`config.mk`:
```
export PLATFORM = sky130hd
export DESIGN_NAME = ula_seq
export DESIGN_NICKNAME = d
export VERILOG_FILES = /design/src/rtl/ula_pkg.sv /design/src/rtl/ula_iter.sv /design/src/rtl/ula_seq.sv
export SDC_FILE = /design/constraint.sdc
export NUM_CORES = 1
export LEC_CHECK = 0
export BUFFER_PORTS_ARGS = -buffer_cell sky130_fd_sc_hd__buf_4
export CAP_MARGIN = 20
export CORE_MARGIN = 8
export CORE_UTILIZATION = 45
export CTS_BUF_LIST = sky130_fd_sc_hd__clkbuf_2 sky130_fd_sc_hd__clkbuf_4 sky130_fd_sc_hd__clkbuf_8
export DETAILED_ROUTE_END_ITERATION = 16
export PLACE_DENSITY = 0.63
export RECOVER_POWER = 100
export SYNTH_ARGS = -nofsm -noshare
export SYNTH_HDL_FRONTEND = slang
export SYNTH_SLANG_ARGS = --single-unit
```
`constraint.sdc`:
```
create_clock -name clk -period 3.9 [get_ports clk]
set_clock_uncertainty 0.2 [all_clocks]
set_input_delay 0.585 -clock clk [delete_from_list [all_inputs] [get_ports clk]]
set_output_delay 0.585 -clock clk [all_outputs]
set_load 0.02 [all_outputs]
```
`src/rtl/ula_pkg.sv`:
```
// Shared opcode and FSM state types for the sequential ALU (ula_seq / ula_iter).
package ula_pkg;

  typedef enum logic [3:0] {
    OpAdd  = 4'd0,
    OpSub  = 4'd1,
    OpMul  = 4'd2,
    OpDiv  = 4'd3,
    OpShl  = 4'd4,
    OpShr  = 4'd5,
    OpRol  = 4'd6,
    OpRor  = 4'd7,
    OpAnd  = 4'd8,
    OpOr   = 4'd9,
    OpXor  = 4'd10,
    OpNor  = 4'd11,
    OpNand = 4'd12,
    OpXnor = 4'd13,
    OpGt   = 4'd14,
    OpEq   = 4'd15
  } op_e;

  typedef enum logic [1:0] {
    StIdle,
    StBusy,
    StDone
  } state_e;

  // Multiply and non-trivial divide go through the W-cycle iterative datapath.
  function automatic logic is_iter(input op_e op, input logic b_zero);
    return (op == OpMul) || ((op == OpDiv) && !b_zero);
  endfunction

endpackage

```
`src/rtl/ula_iter.sv`:
```
// Iterative shift-add multiplier / restoring divider, one bit per step.
// With ULA_SEQ_REMAINDER_EN defined, the divide remainder is returned in the upper half.
module ula_iter #(
  parameter int unsigned W = 8
) (
  input  logic           clk_i,
  input  logic           rst_ni,
  input  logic           start_i,
  input  logic           step_i,
  input  logic           div_i,
  input  logic [W-1:0]   a_i,
  input  logic [W-1:0]   b_i,
  output logic           last_o,
  output logic [2*W-1:0] res_o
);

  localparam int unsigned CW = $clog2(W);

  logic [W-1:0]  hi_q, hi_d, lo_q, lo_d, m_q;
  logic          div_q;
  logic [CW-1:0] cnt_q;
  logic [W:0]    sum, shifted, diff;
  logic          ge;

  // hi:lo is the product register for mul and the remainder:quotient pair for div.
  always_comb begin
    sum     = {1'b0, hi_q} + (lo_q[0] ? {1'b0, m_q} : '0);
    shifted = {hi_q, lo_q[W-1]};
    diff    = shifted - {1'b0, m_q};
    ge      = shifted >= {1'b0, m_q};
    if (div_q) begin
      hi_d = ge ? diff[W-1:0] : shifted[W-1:0];
      lo_d = {lo_q[W-2:0], ge};
    end else begin
      hi_d = sum[W:1];
      lo_d = {sum[0], lo_q[W-1:1]};
    end
  end

  always_ff @(posedge clk_i or negedge rst_ni) begin
    if (!rst_ni) begin
      hi_q  <= '0;
      lo_q  <= '0;
      m_q   <= '0;
      div_q <= 1'b0;
      cnt_q <= '0;
    end else if (start_i) begin
      hi_q  <= '0;
      lo_q  <= div_i ? a_i : b_i;
      m_q   <= div_i ? b_i : a_i;
      div_q <= div_i;
      cnt_q <= '0;
    end else if (step_i) begin
      hi_q  <= hi_d;
      lo_q  <= lo_d;
      cnt_q <= cnt_q + 1'b1;
    end
  end

  assign last_o = (cnt_q == CW'(W - 1));

`ifdef ULA_SEQ_REMAINDER_EN
  assign res_o = {hi_d, lo_d};
`else
  assign res_o = div_q ? {{W{1'b0}}, lo_d} : {hi_d, lo_d};
`endif

endmodule

```
`src/rtl/ula_seq.sv`:
```
// Sequential ALU with valid/ready handshake; mul/div take W extra cycles via ula_iter.
// Optional ULA_SEQ_REMAINDER_EN returns the divide remainder in S[2W-1:W].
module ula_seq
  import ula_pkg::*;
#(
  parameter int unsigned W = 8
) (
  input  logic           clk,
  input  logic           rst_n,
  input  logic [W-1:0]   A,
  input  logic [W-1:0]   B,
  input  logic [3:0]     Sel,
  input  logic           in_valid,
  output logic           in_ready,
  output logic [2*W-1:0] S,
  output logic           out_valid,
  input  logic           out_ready,
  output logic           Z,
  output logic           err
);

  state_e         state_q, state_d;
  logic [2*W-1:0] s_q, s_d, single_s, iter_s;
  logic           err_q, err_d, z_q, z_d, single_err;
  logic           accept, b_zero, start, step, last;
  logic [W:0]     sum_w, diff_w;
  op_e            op;

  assign op     = op_e'(Sel);
  assign b_zero = (B == '0);
  assign sum_w  = {1'b0, A} + {1'b0, B};
  assign diff_w = {1'b0, A} - {1'b0, B};

  always_comb begin
    single_s   = '0;
    single_err = 1'b0;
    case (op)
      OpAdd:   single_s = {{(W-1){1'b0}}, sum_w};
      OpSub:   single_s = {{(W-1){diff_w[W]}}, diff_w};
      OpDiv:   single_err = b_zero;
      OpShl:   single_s = {{W{1'b0}}, A[W-2:0], 1'b0};
      OpShr:   single_s = {{W{1'b0}}, 1'b0, A[W-1:1]};
      OpRol:   single_s = {{W{1'b0}}, A[W-2:0], A[W-1]};
      OpRor:   single_s = {{W{1'b0}}, A[0], A[W-1:1]};
      OpAnd:   single_s = {{W{1'b0}}, A & B};
      OpOr:    single_s = {{W{1'b0}}, A | B};
      OpXor:   single_s = {{W{1'b0}}, A ^ B};
      OpNor:   single_s = {{W{1'b0}}, ~(A | B)};
      OpNand:  single_s = {{W{1'b0}}, ~(A & B)};
      OpXnor:  single_s = {{W{1'b0}}, ~(A ^ B)};
      OpGt:    single_s = {{(2*W-1){1'b0}}, A > B};
      OpEq:    single_s = {{(2*W-1){1'b0}}, A == B};
      default: single_s = '0;
    endcase
  end

  assign out_valid = (state_q == StDone);
  assign in_ready  = (state_q == StIdle) || ((state_q == StDone) && out_ready);
  assign accept    = in_valid && in_ready;

  always_comb begin
    state_d = state_q;
    s_d     = s_q;
    err_d   = err_q;
    z_d     = z_q;
    start   = 1'b0;
    step    = 1'b0;
    case (state_q)
      StIdle, StDone: begin
        if (accept) begin
          if (is_iter(op, b_zero)) begin
            state_d = StBusy;
            start   = 1'b1;
          end else begin
            state_d = StDone;
            s_d     = single_s;
            err_d   = single_err;
            z_d     = (single_s == '0);
          end
        end else if ((state_q == StDone) && out_ready) begin
          state_d = StIdle;
        end
      end
      StBusy: begin
        // in_ready is low here, so in_valid and operand changes are ignored.
        step = 1'b1;
        if (last) begin
          state_d = StDone;
          s_d     = iter_s;
          err_d   = 1'b0;
          z_d     = (iter_s == '0);
        end
      end
      default: state_d = StIdle;
    endcase
  end

  always_ff @(posedge clk or negedge rst_n) begin
    if (!rst_n) begin
      state_q <= StIdle;
      s_q     <= '0;
      err_q   <= 1'b0;
      z_q     <= 1'b0;
    end else begin
      state_q <= state_d;
      s_q     <= s_d;
      err_q   <= err_d;
      z_q     <= z_d;
    end
  end

  assign S   = s_q;
  assign Z   = z_q;
  assign err = err_q;

  ula_iter #(
    .W(W)
  ) u_iter (
    .clk_i  (clk),
    .rst_ni (rst_n),
    .start_i(start),
    .step_i (step),
    .div_i  (op == OpDiv),
    .a_i    (A),
    .b_i    (B),
    .last_o (last),
    .res_o  (iter_s)
  );

endmodule

```
**Yosys cells after proc, flatten, opt, wreduce, memory -nomap -nowiden**

Index checks and enable logic that the tools add are counted.

- Register bits: 48
- Logic and storage cells: 97

- Add/subtract/negate cells: 5
- Order comparisons: 2
- Eq/ne operators: 23
- Mux-type cells: 36
- Bitwise logic cells: 6
- Reduce and logical (&&, ||, !) cells: 16

Operators by type and width:

| cell | number |
|---|---|
| $pmux 16 s14 | 1 |
| $mux 8 | 10 |
| $mux 16 | 4 |
| $eq 4x4->1 const B | 8 |
| $logic_not 16->1 | 2 |
| $pmux 16 s2 | 1 |
| $not 8->8 | 3 |
| $add 8x8->9 | 2 |
| $eq 4x3->1 const B | 4 |
| $mux 1 | 11 |
| $ge 9x8->1 | 1 |
| $sub 8x8->9 | 1 |
| $and 8x8->8 | 1 |
| $eq 4x2->1 const B | 2 |
| $eq 8x8->1 | 1 |
| $gt 8x8->1 | 1 |
| $logic_not 8->1 | 1 |
| $mux 2 | 4 |
| $or 8x8->8 | 1 |
| $sub 8x8->8 | 1 |
| $xor 8x8->8 | 1 |
| $mux 3 | 2 |
| $ne 2x2->1 const B | 3 |
| $eq 4x1->1 const B | 1 |
| other kinds (16) | 21 |

**Longest topological paths before layout**

Gate-level depths: netlist (run 1).

- Depth after elaboration: 8
- Mapped depth: 11

**By module**

From an unflattened synthesis (run 1), not the netlist that was laid out.

- Cell total of the unflattened synthesis: 619
- Area total of the unflattened synthesis: 5036.1 um2

Modules (own cells, without submodules):

| module | times used | cells an instance | area each (um2) | seq. area each (um2) |
|---|---|---|---|---|
| ula_seq | 1 | 355 | 2690.1 | 500.5 |
| ula_iter | 1 | 264 | 2346.0 | 700.7 |

**Least setup slack after synthesis (run 1)**

No wires, ideal clock.

- Kind: flip-flop to flip-flop
- Start point: register u_iter.lo_q[0]
- End point: register z_q, in the netlist Z
- Setup time: 0.095 ns
- Data arrival time: 2.569 ns
- Required time: 3.605 ns
- Slack: 1.036 ns
- Stages on the path, launching flop included: 11
- Clock period less this slack: 2.864 ns
- Path through: dfrtp_1 and2_1 ha_1 fa_1 xnor2_1 a22oi_1 nor4b_1 or4b_1 o41ai_2 o21ai_1 o31ai_1

- Cells in the longest elaborated chain, start to end: 7

RTL lines:

| what | RTL line | source |
|---|---|---|
| start: declaration | ula_iter.sv:19 | `logic [W-1:0] hi_q, hi_d, lo_q, lo_d, m_q;` |
| start signal: assignment | ula_iter.sv:49 | `lo_q <= div_i ? a_i : b_i;` |
| start signal: assignment | ula_iter.sv:55 | `lo_q <= lo_d;` |
| $mux 8 | ula_iter.sv:27 | `sum = {1'b0, hi_q} + (lo_q[0] ? {1'b0, m_q} : '0);` |
| $add 8x8->9 | ula_iter.sv:27 |  |
| $mux 8 | ula_iter.sv:31 | `if (div_q) begin` |
| $mux 16 * | ula_iter.sv:65 | `assign res_o = div_q ? {{W{1'b0}}, lo_d} : {hi_d, lo_d};` |
| $logic_not 16->1 * | ula_seq.sv:91 | `z_d = (iter_s == '0);` |
| $mux 1 * | ula_seq.sv:87 | `if (last) begin` |
| $pmux 1 s2 * | ula_seq.sv:68 | `case (state_q)` |
| end signal: assignment | ula_seq.sv:108 | `z_q <= z_d;` |
| end: declaration | ula_seq.sv:24 | `logic err_q, err_d, z_q, z_d, single_err;` |

Mark *: on every way between the ends. The rest lies on a longest branch, timed or not. The select of a mux whose other input is x is not followed.
A chain may end at the register's enable or synchronous reset.

**Worst setup path after layout (run 1)**

- Start point: input port Sel[0]
- End point: register z_q, in the netlist Z

- Cells in the longest elaborated chain, start to end: 6

RTL lines:

| what | RTL line | source |
|---|---|---|
| start: declaration | ula_seq.sv:12 | `input logic [3:0] Sel,` |
| $eq 4x4->1, or another cell as far along | ula_seq.sv:37 | `case (op)` |
| $pmux 16 s14 | ula_seq.sv:37 |  |
| $logic_not 16->1 | ula_seq.sv:78 | `z_d = (single_s == '0);` |
| $mux 1 | ula_seq.sv:71 | `if (is_iter(op, b_zero)) begin` |
| $mux 1 | ula_seq.sv:70 | `if (accept) begin` |
| $pmux 1 s2 | ula_seq.sv:68 |  |

Parallel ways exist; a longest one is shown, timed or not. The select of a mux whose other input is x is not followed.

==> flow_summary.ini, run 1 <==
[status]
status = complete, but fails checks
violations = max-capacitance violations, max-slew violations

[logic_synthesis]
syn_nets = 702
async_flop_share_pct = 100
synth_top_area_cell = dfrtp_1
synth-seq-cells = 48
synthCells = 631
ys_types = 68
synth_area_leaders = dfrtp_1 24%, ha_1 11%, a21oi_1 6.3%
ys.warnings.count = 0
ys_dominant_reg_cell = dfrtp_1
yosysSeqAreaShare_pct = 24.4
avgSynthCellArea_um2 = 7.81
synth_top_area_share_pct = 24.4
synth_edf_count = 0
synth_area_um2 = 4930

[detailed_routing]
vias = 4849
drcViolationCount = 0
drt-initial-drc-count = 549
avgRoutedWirePerCell_um = 19.6
via_per_inst = 6.16
drt-pass1-iter-count = 5
ant_nets = 0
totalWireLength_um = 15400

[run]
cap_violations = 1

[sta]
period_minus_slack_ps = 3550
relSlewSlack_pct = -73.6
setup_violations = 0
period_share_pct = 91.1
setup-tns-final_ps = 0
worst_pin_slew_ps = 2600
fmax_mhz = 281
final_max_slew_viol_count = 49
rsz0062_at_grt = false
hold_viol = 0

[setup_path]
crit_slowest_cell = clkbuf_2
reg2reg_slack_ps = 410
r2r_start = u_iter.lo_q[0]
crit_chain = clkbuf_2 > or4b_1 > o31ai_1 > a22oi_2 > or4b_1 > o41ai_2 > o21ai_0 > o31ai_1
path_delay_family = compound AO/OA/AOI/OAI gates
crit_path_start = Sel[0]
start_kind = input port
critical_path_buf_inv_count = 1
rr_worst_depth = 10
criticalPathCategory = in -> reg
worst_setup_path_end_kind = register
cpPeakStageDelay_ps = 750
crit_fanout = 54
rr_endpoint = Z
arrival_ps = 3590
crit_required_ps = 3930

[die]
dieArea_um2 = 14600
coreArea_um2 = 10700
rows = 38
fp.dieH_um = 121
ios = 44
start_util_pct = 45.9
die_x_um = 121

[clock_tree]
tritoncts = built
cts_buffers = 5
holdBufCountCts = 0
cts_sinks = 48
htree_levels = 2
clockBufferDepth = 2
post_cts_resized = 0
clk_latency_ps = 320
cts_root_buffer = clkbuf_8
clk_pin_slew_ps = 100
cts_setup_buffers = 0

[grt]
grt_usage_pct = 21.3
grt_pass1_vias = 4729
overflow = 0
grt_pass1_wl_um = 25200
grt_max_degree = 55
antenna_found_initial = 0

[min_path]
min_from = out_ready
hold_end = state_q[1]
hold_path.class = in -> reg
hold_path_depth = 2

[cells_and_area]
syn2layout_area_growth_pct = 7.97
layout.nets = 717
drive_above_1_share_pct = 8.35
finalInstanceArea_um2 = 5320
fin_util_pct = 49.5
fill_cells = 1103
diodes = 0

[placed_design]
dp_hpwl_um = 11800
portBuffers = 43
gp_congestion = 0.922
dpl_cell_area_um2 = 5330

[pwr]
power_density_nw_per_um2 = 537
leakage_nw = 2.29
ir_drop_mv = 0.303
## cells in the mapped netlist, types with 13 or more instances
library cell and instances:
and2_1 13, nor2_1 54, nand3_1 18, nor2b_1 15, clkbuf_1 33, dfrtp_1 48, a211oi_1 19, inv_1 41
mux2i_1 14, nand2_1 42, a21oi_1 62, ha_1 43, o21ai_0 43
## where the power goes
| part | switching, W | leakage [nW] | internal [W] |
|---|---|---|---|
| sequential | 0.000161 | 0.593 | 0.000657 |
| clock | 0.000183 | 0.0516 | 0.000145 |
| combinational | 0.00100 | 1.65 | 0.000706 |
## metal layers
metal	vias to the layer above	GRT usage (%)	share of wire [%]
li1	2331	-	-
met1	2344	26.6	44
met2	147	35.9	48
met3	27	2.61	4.6
met4	0	9.91	3.1
met5	-	0	0
## layout make-up
cell class | count | area, µm² | area share (%)
timing repair buffer | 51 | 307 | 5.76
sequential | 48 | 1200 | 22.6
multi-input combinational | 498 | 3380 | 63.6
clock inverter | 2 | 13.8 | 0.259
inverter | 42 | 158 | 2.96
tap | 140 | 175 | 3.29
clock buffer | 6 | 82.6 | 1.55
## worst reg2reg max path, delay by kind of cell, from the launching register on
kind	cells	cell delay [ps]
adders and majority gates	2	670
AOI/OAI and AO/OA	4	600
DFF	1	480
and+or+nand+nor	3	1020
xor gates and xnor gates	1	430
## flip-flops by register name (all words and copies together), names as in the netlist
signal / flops
state_q: 2
u_iter.div_q: 1
u_iter.lo_q: 8
u_iter.hi_q: 8
err: 1
u_iter.m_q: 8
Z: 1
S: 16
u_iter.cnt_q: 3
## worst max-delay path by stage
stage / to / slack, ps / cells past startpoint
after global placement: Z / 550 / 10
after floorplan: Z / 1040 / 10
after detailed placement: Z / 500 / 10
after global routing: Z / 190 / 8
after CTS: Z / 480 / 10
final: Z / 350 / 8
## logic make-up (layout without fill, tap and decap cells)
group	after synthesis	after routing	share of synthesized area, %
flops	48	48	24.4
mux	21	21	4.44
buf+inv	85	101	6.65
compound gates	220	220	29.4
simple gates	199	199	20.6
xor+xnor	11	11	1.96
fa+ha+maj	47	47	12.5
## layout by cell type (no fill, tap or decap), types with 7 or more instances in the layout
master | netlist | routed
ha_1 | 43 | 43
buf_4 | 1 | 26
mux2_2 | 7 | 7
a21oi_1 | 62 | 62
o31ai_1 | 7 | 8
a211oi_1 | 19 | 19
nand2_1 | 42 | 42
a31oi_1 | 9 | 9
o21a_1 | 8 | 8
nand2b_1 | 10 | 10
o211ai_1 | 11 | 11
inv_1 | 41 | 41
xnor2_1 | 10 | 10
mux2i_1 | 14 | 14
nor3_1 | 11 | 11
nor2_1 | 54 | 54
and2_1 | 13 | 12
clkbuf_1 | 33 | 23
dfrtp_1 | 48 | 48
nor2b_1 | 15 | 14
o21ai_0 | 43 | 44
o21bai_1 | 7 | 7
nand3_1 | 18 | 18
## through the flow
stage / hold slack [ps] / worst slack (ps) / instances / power (W)
final: 254 / 347 / 787 / 0.00286
after global routing: 273 / 194 / 787 / 0.00311
after CTS: 98.8 / 480 / 787 / 0.00291
after detailed placement: 273 / 497 / 779 / 0.00257
after global placement: 265 / 545 / 779 / 0.00253
after floorplan: 89.4 / 1040 / 631 / 0.00203
Note: power is estimated with default switching activity, not from simulation.
==> inputs of run 2 (changes only) <==
CORE_ASPECT_RATIO = 0.9   (was unset)
REMOVE_ABC_BUFFERS = 1   (was unset)
==> run 2 against run 1 <==
The flow still finishes with violations (max-capacitance violations, max-slew violations). First-iteration DRC count shrank 15%. Critical path depth fell by 1. Design area increased by 1.4%. Core utilization rose by 0.62 points. Hold slack improved by 12 ps. Flip-flop and latch count is the same. Wire length up 2.9%. Die area is essentially flat. Global-route usage grew 0.68 points. Clock-buffer cell count shrank 1. Clock power increased by 34%. Non-clock buffer count rose by 7. Critical path type unchanged. Critical endpoint is now S[8]. Largest cell class unchanged. Largest power group unchanged.
==> flow_summary.ini, run 2 (synthesis gave the netlist of run 1 again) <==
[status]
violations = max-capacitance violations, max-slew violations
status = complete, but fails checks

[setup_path]
start_kind = input port
cpPeakStageDelay_ps = 740
critical_path_buf_inv_count = 2
path_delay_family = buffers and inverters
worst_setup_path_end_kind = register
crit_fanout = 25
crit_top_cell = clkbuf_1
crit_required_ps = 3910
criticalPathCategory = in -> reg
crit_chain = clkbuf_1 > or4b_1 > o31ai_1 > a22o_1 > clkbuf_1 > o211ai_1 > o21a_1
r2r_start = u_iter.lo_q[0]
crit_slowest_cell = clkbuf_1
crit_path_start = Sel[0]
arrival_ps = 3460

[detailed_routing]
drcViolationCount = 0
drt-initial-drc-count = 464
ant_nets = 0
via_per_inst = 6.27
vias = 4935
avgRoutedWirePerCell_um = 20.1
totalWireLength_um = 15900
drt-pass1-iter-count = 5

[clock_tree]
clk_pin_slew_ps = 90
cts_buffers = 5
holdBufCountCts = 0
post_cts_resized = 0
cts_root_buffer = clkbuf_8
htree_levels = 2
cts_sinks = 48
cts_setup_buffers = 0
tritoncts = built
clockBufferDepth = 2
clk_latency_ps = 310

[cells_and_area]
largest_register_ffs = 16
syn2layout_area_growth_pct = 9.52
diodes = 0
drive_above_1_share_pct = 9.33
fill_cells = 1067
layout.nets = 724
multiInputGateArea_um2 = 3380
regArea_um2 = 1200
final_common_cell = a21oi_1
mostFrequentLayoutCells = 62 x a21oi_1, 54 x nor2_1, 48 x dfrtp_1

[run]
cap_violations = 1

[sta]
hold_viol = 0
worst_pin_slew_ps = 2610
whs_ps = 266
setup_violations = 0
final_max_slew_viol_count = 49
period_share_pct = 88.7
fmax_mhz = 289
period_minus_slack_ps = 3460
relSlewSlack_pct = -73.9
rsz0062_at_grt = false
setup-tns-final_ps = 0

[pwr]
ir_drop_mv = 0.292
power_density_nw_per_um2 = 563
leakage_nw = 2.34

[die]
coreArea_um2 = 10800
start_util_pct = 45.8
dieArea_um2 = 14600
rows = 36
ios = 44
die_x_um = 126
fp.dieH_um = 115

[placed_design]
dp_hpwl_um = 12000
gp_congestion = 0.968
portBuffers = 43

[grt]
overflow = 0
antenna_found_initial = 0
grt_pass1_wl_um = 25700
grt_usage_pct = 22.0
grt_pass1_vias = 4710
grt_max_degree = 49

[min_path]
hold_path.class = in -> reg
min_from = out_ready
[run 2: cell count changes in the layout (fill, tap and decap cells not counted), sizes merged]
cell	previous run	this run
clkbuf	30	29
bufinv	0	2
buf	27	34
clkinv	2	1
[run 2: cell type report]
cell class / count / area share (%)
multi-input combinational: 498 / 62.7
clock buffer: 5 / 1.28
sequential: 48 / 22.3
inverter: 42 / 2.92
clock inverter: 3 / 1.28
timing repair buffer: 58 / 6.49
tap: 133 / 3.08
[run 2: layer usage]
metal / up-vias / global-route usage (%) / wire (µm)
met5: - / 0 / 0
met2: 211 / 33.5 / 6890
met4: 0 / 4.40 / 237
met1: 2373 / 31.0 / 7290
met3: 20 / 5.05 / 1430
li1: 2331 / - / -
[run 2: worst paths after layout]
kind | slack, ps | to | cells after the start
max in group asynchronous | 1140 | Z | 1
worst min register to register | 290 | S[13] | 2
worst max register to register | 550 | Z | 10
worst min-delay path | 270 | state_q[1] | 2
min in group asynchronous | 890 | u_iter.hi_q[4] | 1
worst max-delay path | 440 | S[8] | 7
[run 2: through the flow]
| stage | power (W) | cells | instance area [µm²] | setup slack (ps) | utilization, % |
|---|---|---|---|---|---|
| global placement | 0.00256 | 778 | 5350 | 722 | 49.7 |
| CTS | 0.00306 | 786 | 5490 | 559 | 51.0 |
| detailed placement | 0.00259 | 778 | 5350 | 610 | 49.7 |
| global route | 0.00328 | 787 | 5400 | 169 | 50.1 |
| finish | 0.00304 | 787 | 5400 | 442 | 50.1 |
| floorplan | 0.00200 | 588 | 4760 | 694 | - |
[run 2: where the power goes]
group	total [W]	internal [W]	leakage (nW)	switching, W
logic	0.00177	0.000730	1.68	0.00104
registers	0.000828	0.000658	0.593	0.000171
clock network	0.000440	0.000258	0.0687	0.000182
total	0.00304	0.00165	2.34	0.00139
